==> config.mk <==
export PLATFORM = sky130hd
export DESIGN_NAME = joy_db15_tx
export DESIGN_NICKNAME = d
export VERILOG_FILES = /design/src/rtl/joy_db15_tx.sv
export SDC_FILE = /design/constraint.sdc
export NUM_CORES = 1
export LEC_CHECK = 0
export CAP_MARGIN = 20
export CELL_PAD_IN_SITES_DETAIL_PLACEMENT = 0
export CELL_PAD_IN_SITES_GLOBAL_PLACEMENT = 1
export CORE_UTILIZATION = 40
export CTS_BUF_LIST = sky130_fd_sc_hd__clkbuf_2
export DETAILED_ROUTE_END_ITERATION = 8
export GPL_ROUTABILITY_DRIVEN = 0
export PLACE_DENSITY = 0.77
export SYNTH_ARGS = -nofsm -noshare
export SYNTH_HDL_FRONTEND = slang
export SYNTH_SLANG_ARGS = --single-unit
==> constraint.sdc <==
create_clock -name clk -period 1.5 [get_ports clk]
set_input_delay 0.15 -clock clk [delete_from_list [all_inputs] [get_ports clk]]
set_output_delay 0.15 -clock clk [all_outputs]
set_load 0.01 [all_outputs]
==> src/rtl/joy_db15_tx.sv <==
// joy_db15_tx
//   Device-side responder for the DB15 serial joystick link. Emulates the
//   74HC165-style chain the host reader polls: a low LOAD snapshots both
//   players' buttons (inverted, pressed = 0), then every rising host clock
//   presents the next bit on joy_data, player1[0] first.
//
// Ports
//   clk, reset_n       system clock, async active-low reset
//   joy_clk, joy_load  host shift clock / active-low load (async to clk)
//   joy_data           serial data to host, straight from sr_q[0]
//   player1, player2   active-high button state, 16 bits each
//   frame_ok           1-cycle pulse: load began after exactly CHAIN_BITS shifts
//   frame_short        1-cycle pulse: load began after 1..CHAIN_BITS-1 shifts
//   bit_count          shifts since last load, saturates at CHAIN_BITS
module joy_db15_tx #(
    parameter int CHAIN_BITS  = 32,
    parameter int SYNC_STAGES = 2
) (
    input  logic        clk,
    input  logic        reset_n,
    input  logic        joy_clk,
    input  logic        joy_load,
    output logic        joy_data,
    input  logic [15:0] player1,
    input  logic [15:0] player2,
    output logic        frame_ok,
    output logic        frame_short,
    output logic [5:0]  bit_count
);

    localparam logic [5:0] CHAIN_CNT = 6'(CHAIN_BITS);

    typedef enum logic [1:0] {IDLE, LOAD, SHIFT, DONE} state_t;

    logic [SYNC_STAGES-1:0] clk_sync_q, load_sync_q;
    logic                   clk_hist_q, clk_rise_q;
    logic                   load_hist_q, load_fall_q;

    state_t                 state_q, state_d;
    logic [CHAIN_BITS-1:0]  sr_q, sr_d;
    logic [5:0]             cnt_q, cnt_d;
    logic                   ok_q, ok_d, short_q, short_d;

    // Synchronizers plus a history flop. The edge pulses are registered so
    // they line up with load_hist_q, which is used as the load level: the
    // cycle that sees load_fall_q also sees load_hist_q == 0.
    always_ff @(posedge clk or negedge reset_n) begin
        if (!reset_n) begin
            clk_sync_q  <= '0;
            load_sync_q <= '1;
            clk_hist_q  <= 1'b0;
            clk_rise_q  <= 1'b0;
            load_hist_q <= 1'b1;
            load_fall_q <= 1'b0;
        end else begin
            clk_sync_q  <= {clk_sync_q[SYNC_STAGES-2:0], joy_clk};
            load_sync_q <= {load_sync_q[SYNC_STAGES-2:0], joy_load};
            clk_hist_q  <= clk_sync_q[SYNC_STAGES-1];
            clk_rise_q  <= clk_sync_q[SYNC_STAGES-1] & ~clk_hist_q;
            load_hist_q <= load_sync_q[SYNC_STAGES-1];
            load_fall_q <= ~load_sync_q[SYNC_STAGES-1] & load_hist_q;
        end
    end

    always_ff @(posedge clk or negedge reset_n) begin
        if (!reset_n) begin
            state_q <= IDLE;
            sr_q    <= '1;
            cnt_q   <= '0;
            ok_q    <= 1'b0;
            short_q <= 1'b0;
        end else begin
            state_q <= state_d;
            sr_q    <= sr_d;
            cnt_q   <= cnt_d;
            ok_q    <= ok_d;
            short_q <= short_d;
        end
    end

    always_comb begin
        state_d = state_q;
        sr_d    = sr_q;
        cnt_d   = cnt_q;
        ok_d    = 1'b0;
        short_d = 1'b0;
        if (!load_hist_q) begin
            // Load low dominates any clock edge seen in the same cycle.
            state_d = LOAD;
            sr_d    = ~(CHAIN_BITS'({player2, player1}));
            cnt_d   = '0;
            if (load_fall_q) begin
                ok_d    = (cnt_q == CHAIN_CNT);
                short_d = (cnt_q != 6'd0) && (cnt_q < CHAIN_CNT);
            end
        end else begin
            unique case (state_q)
                IDLE: ;
                LOAD: state_d = SHIFT;
                SHIFT: if (clk_rise_q) begin
                    sr_d  = {1'b1, sr_q[CHAIN_BITS-1:1]};
                    cnt_d = cnt_q + 6'd1;
                    if (cnt_q + 6'd1 == CHAIN_CNT) state_d = DONE;
                end
                DONE: if (clk_rise_q) sr_d = {1'b1, sr_q[CHAIN_BITS-1:1]};
                default: state_d = IDLE;
            endcase
        end
    end

    assign joy_data    = sr_q[0];
    assign frame_ok    = ok_q;
    assign frame_short = short_q;
    assign bit_count   = cnt_q;

endmodule

# Word-level counts from Yosys, hierarchy flattened
# Index checks and enable logic that the tools add are counted.
# W data, S select, Z words.
word_totals:
  reg_bits: 50
  out_inout_bits: 9
classes:
  eq_ne: 11
  n_lt_le_gt_ge: 1
  n_reduce_logical: 6
  bitwise: 5
  muxes: 14
  add_sub_neg: 1
ops:
  columns: ["operator", "count"]
  rows:
  - ["$mux W32", 3]
  - ["$not A32 Y32", 1]
  - ["$mux W6", 3]
  - ["$eq A6 B6 Y1 const B", 2]
  - ["$add A6 B1 Y6 const B", 1]
  - ["$lt A6 B6 Y1 const B", 1]
  - ["$mux W2", 3]
  - ["$ne A3 B3 Y1 const B", 2]
  - ["$reduce_bool A6 Y1", 1]
  - ["$eq A2 B2 Y1 const B", 2]
  - ["$mux W1", 4]
  - ["$ne A2 B2 Y1 const B", 2]
  - ["$pmux W2 S2", 1]
  - ["$reduce_and A2 Y1", 2]
  - ["$ne A3 B1 Y1 const B", 1]
  - ["$reduce_and A3 Y1", 1]
  - ["$and A1 B1 Y1", 2]
  - ["$eq A2 B1 Y1 const B", 1]
  - ["$ne A2 B1 Y1 const B", 1]
  - ["$not A1 Y1", 2]
  - ["$reduce_or A2 Y1", 1]
  - ["$logic_and A1 B1 Y1", 1]

# Longest topological paths before layout
logic_depth:
  ltp_word: 6
  ltp_mapped: 5
  mapped_depth_nobuf: 4

# Worst setup path before layout
# Ideal clock, no wire load.
synth_timing:
  path_kind: "flip-flop to flip-flop"
  from: "register cnt_q[2], in the netlist bit_count[2]"
  to: "register cnt_q[5], in the netlist bit_count[5]"
  path_slack_ps: 258
  n_path_buf: 0
  required_time_ps: 1423
  t_arrival_ps: 1164
  path_stages_with_launch: 4
  setup_time_ps: 77
  synth_period_minus_slack_ps: 1242
  path_cell_list: "dfrtp_1 > nand3_2 > or4_1 > a21oi_1"
synth_via:
  elab_chain_cells: 4
synth_rtl:
  columns: ["element", "line", "rtl"]
  rows:
  - ["start, declared", "41", "logic [5:0] cnt_q, cnt_d;"]
  - ["start signal, assigned", "75", "cnt_q <= cnt_d;"]
  - ["$add A6 B1 Y6", "102", "cnt_d = cnt_q + 6'd1;"]
  - ["$mux W6", "100", "SHIFT: if (clk_rise_q) begin"]
  - ["$mux W6", "97", "unique case (state_q)"]
  - ["$mux W6", "87", "if (!load_hist_q) begin"]
# No other way between the ends. The select of a mux whose other input is x is not followed.
# A chain may end at the register's enable or synchronous reset.

# Final worst setup path
layout_timing:
  from: "register sr_q[0]"
  to: "output joy_data"
layout_lines:
  columns: ["element", "line", "rtl"]
  rows:
  - ["start, declared", "40", "logic [CHAIN_BITS-1:0] sr_q, sr_d;"]
  - ["start signal, assigned", "74", "sr_q <= sr_d;"]
  - ["end, declared", "23", "output logic joy_data,"]
# No word-level cell between the ends.

==> results.py <==
metrics = {
    "finish": {
        "antenna_cells_inserted": 0,
        "final_layout_size_suffix_gt1_frac": 0.273,
        "area_delta_synth_final_pct": 29.0,
        "most_common_cell_after_layout_fill_and_taps_aside": "sky130_fd_sc_hd__dfstp_2",
        "layout.cells.most_common_list": "35 x sky130_fd_sc_hd__dfstp_2, 34 x sky130_fd_sc_hd__clkdlybuf4s50_1, 33 x sky130_fd_sc_hd__a21oi_1",
        "nNetsFinal": 290,
    },
    "synth": {
        "synth_enable_flop_cells": 0,
        "yosys.area.top_type": "sky130_fd_sc_hd__dfstp_2",
        "syn_area_sq_um": 2250,
        "mappedNetlistNets": 239,
        "ys_warn_count": 0,
        "synth_seq_cells": 50,
        "yosysUniqueCellTypes": 33,
        "post_synth_inst_count": 201,
        "synth_area_per_cell_sq_um": 11.2,
        "async_reset_ff_frac": 1.00,
        "yosysSeqAreaShare": 0.576,
        "ys_top_cells_by_area": "sky130_fd_sc_hd__dfstp_2 41%, sky130_fd_sc_hd__dfrtp_1 17%, sky130_fd_sc_hd__a211oi_1 10%",
        "ys_dominant_reg_cell": "sky130_fd_sc_hd__dfstp_2",
        "yosysTopAreaCellShare": 0.409,
    },
    "clock_tree": {
        "cts_buffer_depth": 2,
        "path_clk_slew_ps": 240,
        "cts_made_buffers": 5,
        "cts_tree": "built",
        "htree_levels": 2,
        "clock_latency_on_the_worst_skew_pair_ps": 410,
        "cts.root.buffer_cell": "sky130_fd_sc_hd__clkbuf_2",
        "cts.sink_count": 50,
    },
    "timing": {
        "timing.final.hold_violations": 0,
        "total_of_endpoints_with_negative_setup_slack_in_the_final_report": 0,
        "slew_at_the_pin_with_the_worst_max_slew_slack_ps": 427,
        "timing_max_transition_violations_final": 0,
        "finClkSkew_ps": 13.5,
        "setup_repair_after_global_routing_missed_its_margin": "false",
        "layout_min_cycle_time_ps": 1390,
        "fmax_mhz": 719,
        "min_period_over_period": 0.927,
        "tns_ps": 0,
        "worst_case_headroom_to_the_max_slew_limit": 0.715,
        "final.setup.worst_slack_ps": 110,
    },
    "power_and_ir_drop": {
        "peakVddDrop_mv": 0.478,
        "powerDensity_nw_per_um2": 902,
        "power.leakage_nw": 1.33,
        "overall_power_w": 0.00262,
    },
    "critical_path": {
        "critical_path.cell_chain": "dlygate4sd2_1",
        "slowest_stage": "sky130_fd_sc_hd__dfstp_2",
        "startpoint_type": "flip-flop",
        "worst_path_dominant_cell_family": "flip-flops",
        "crit_type": "reg -> out",
        "crit_fanout": 2,
        "setup.worst_path.end_class": "primary output",
        "critPathBufInv": 1,
        "max_stage_delay_ps": 580,
        "cp.arrival_ps": 1240,
        "cp_data_required_time_ps": 1350,
    },
    "place": {
        "port_buffers": 44,
        "post_place_setup_slack_ps": 191,
        "detailedPlacementHpwl_mm": 2.85,
    },
    "floorplan": {
        "floorplan.initialDensity": 0.427,
        "core_area_sq_um": 5270,
        "fp-row-count": 26,
        "chipWidth_microns": 77.0,
        "ios": 45,
        "design.die.area_sq_um": 5930,
        "die_h_microns": 77.0,
    },
    "route": {
        "post_drt_wl_per_cell_microns": 14.1,
        "wl_mm": 4.55,
        "route.antenna.remaining_nets": 0,
        "drt-pass1-iter-count": 3,
        "route.detailed.drc": 0,
        "routed_via_density": 5.31,
        "total_number_of_vias": 1715,
        "dr.first_iter.drc_count": 102,
    },
    "global_routing": {
        "initial_antenna_violation_count": 0,
        "grt_max_degree": 40,
        "first_global_vias": 1589,
        "global_route.usage.total": 0.163,
        "grt_overflow": 0,
        "grt_pass1_wl_mm": 7.65,
    },
    "worst_hold_path": {
        "min_path_type": "in -> reg",
    },
    "job": {
        "drv.max_cap_violation_count": 0,
    },
    "run_status": {
        "status": "completed",
    },
}
-- routing by layer --
metal | wire length [microns] | track usage | vias up
met5 | 0 | 0 | -
met4 | 60 | 0.0509 | 0
met3 | 150 | 0.0393 | 5
met2 | 2130 | 0.247 | 30
met1 | 2210 | 0.231 | 827
li1 | - | - | 853
-- per-stage QoR --
step / hold WS (ps) / util / cell area (sq um) / std cells
after CTS: 73.9 / 0.547 / 2880 / 322
after global placement: 113 / 0.525 / 2770 / 307
after global routing: 15.1 / 0.551 / 2900 / 323
final: 103 / 0.551 / 2900 / 323
after detailed placement: 113 / 0.525 / 2770 / 307
after floorplan: -146 / - / 2250 / 201
-- state kept, by name (all words and copies together) (netlist names) --
| signal | cells |
|---|---|
| clk_hist_q | 1 |
| state_q | 2 |
| clk_rise_q | 1 |
| frame_short | 1 |
| load_sync_q | 2 |
| load_fall_q | 1 |
| bit_count | 6 |
| clk_sync_q | 2 |
| load_hist_q | 1 |
| frame_ok | 1 |
| sr_q | 32 |
-- layout make-up --
cell class | instances | area (sq um)
Tap cell | 70 | 87.6
Sequential cell | 50 | 1300
Clock inverter | 3 | 40.0
Inverter | 4 | 15.0
Multi-Input combinational cell | 130 | 862
Clock buffer | 5 | 25.0
Timing Repair Buffer | 61 | 574
Fill cell | 503 | 2370
-- kinds of logic (layout without fill, tap and decap cells) --
| family | count (synthesis) | after routing | share of synthesized area |
|---|---|---|---|
| AO/OA/AOI/OAI | 70 | 70 | 0.196 |
| AND/OR/NAND/NOR | 54 | 54 | 0.156 |
| flip-flops | 50 | 50 | 0.576 |
| buffers and inverters | 21 | 73 | 0.0439 |
| adder cells (fa/ha/maj) | 2 | 2 | 0.0111 |
| XOR/XNOR | 2 | 2 | 0.00779 |
| multiplexers | 2 | 2 | 0.00890 |
-- what timing repair did --
item | 4_1_cts | 5_1_grt
setup endpoints to repair | 7 | 4
gates resized for setup | 9 | 3
buffers inserted | 6 | 1
hold buffers | 1 | 0
endpoints found under the hold margin | 18 | 0
-- final timing paths --
kind                       slack [ps]  depth (start not counted)        endpoint            from
setup / recovery                  110                          1        joy_data         sr_q[0]
hold / removal                    100                          1  load_sync_q[0]        joy_load
setup reg to reg                  140                          4    bit_count[5]    bit_count[2]
hold reg to reg                   370                          0  load_sync_q[1]  load_sync_q[0]
max in group asynchronous         740                          3        sr_q[17]         reset_n
min in group asynchronous         160                          2   clk_sync_q[0]         reset_n
-- cells in the mapped netlist, drive strengths merged, types with 2 or more instances --
| master | instances |
|---|---|
| dfstp | 35 |
| buf | 5 |
| clkbuf | 12 |
| o31ai | 2 |
| ha | 2 |
| a211oi | 31 |
| nor2 | 7 |
| xnor2 | 2 |
| and3 | 31 |
| inv | 4 |
| dfrtp | 15 |
| nand2 | 4 |
| nor4b | 2 |
| a21oi | 33 |
| mux2i | 2 |
-- power breakdown --
group,switching [W],total [W],internal [W]
Clock,0.000411,0.000688,0.000277
Sequential,0.0000555,0.00158,0.00152
Combinational,0.000164,0.000351,0.000187
Total,0.000630,0.00262,0.00199
-- worst reg2reg max path: cells and delay by family, from the launching register on --
family	cells	cell delay, ps
simple gates	2	600
compound gates	1	160
flops	1	420
buf+inv	1	140
(Power assumes the default switching activity.)
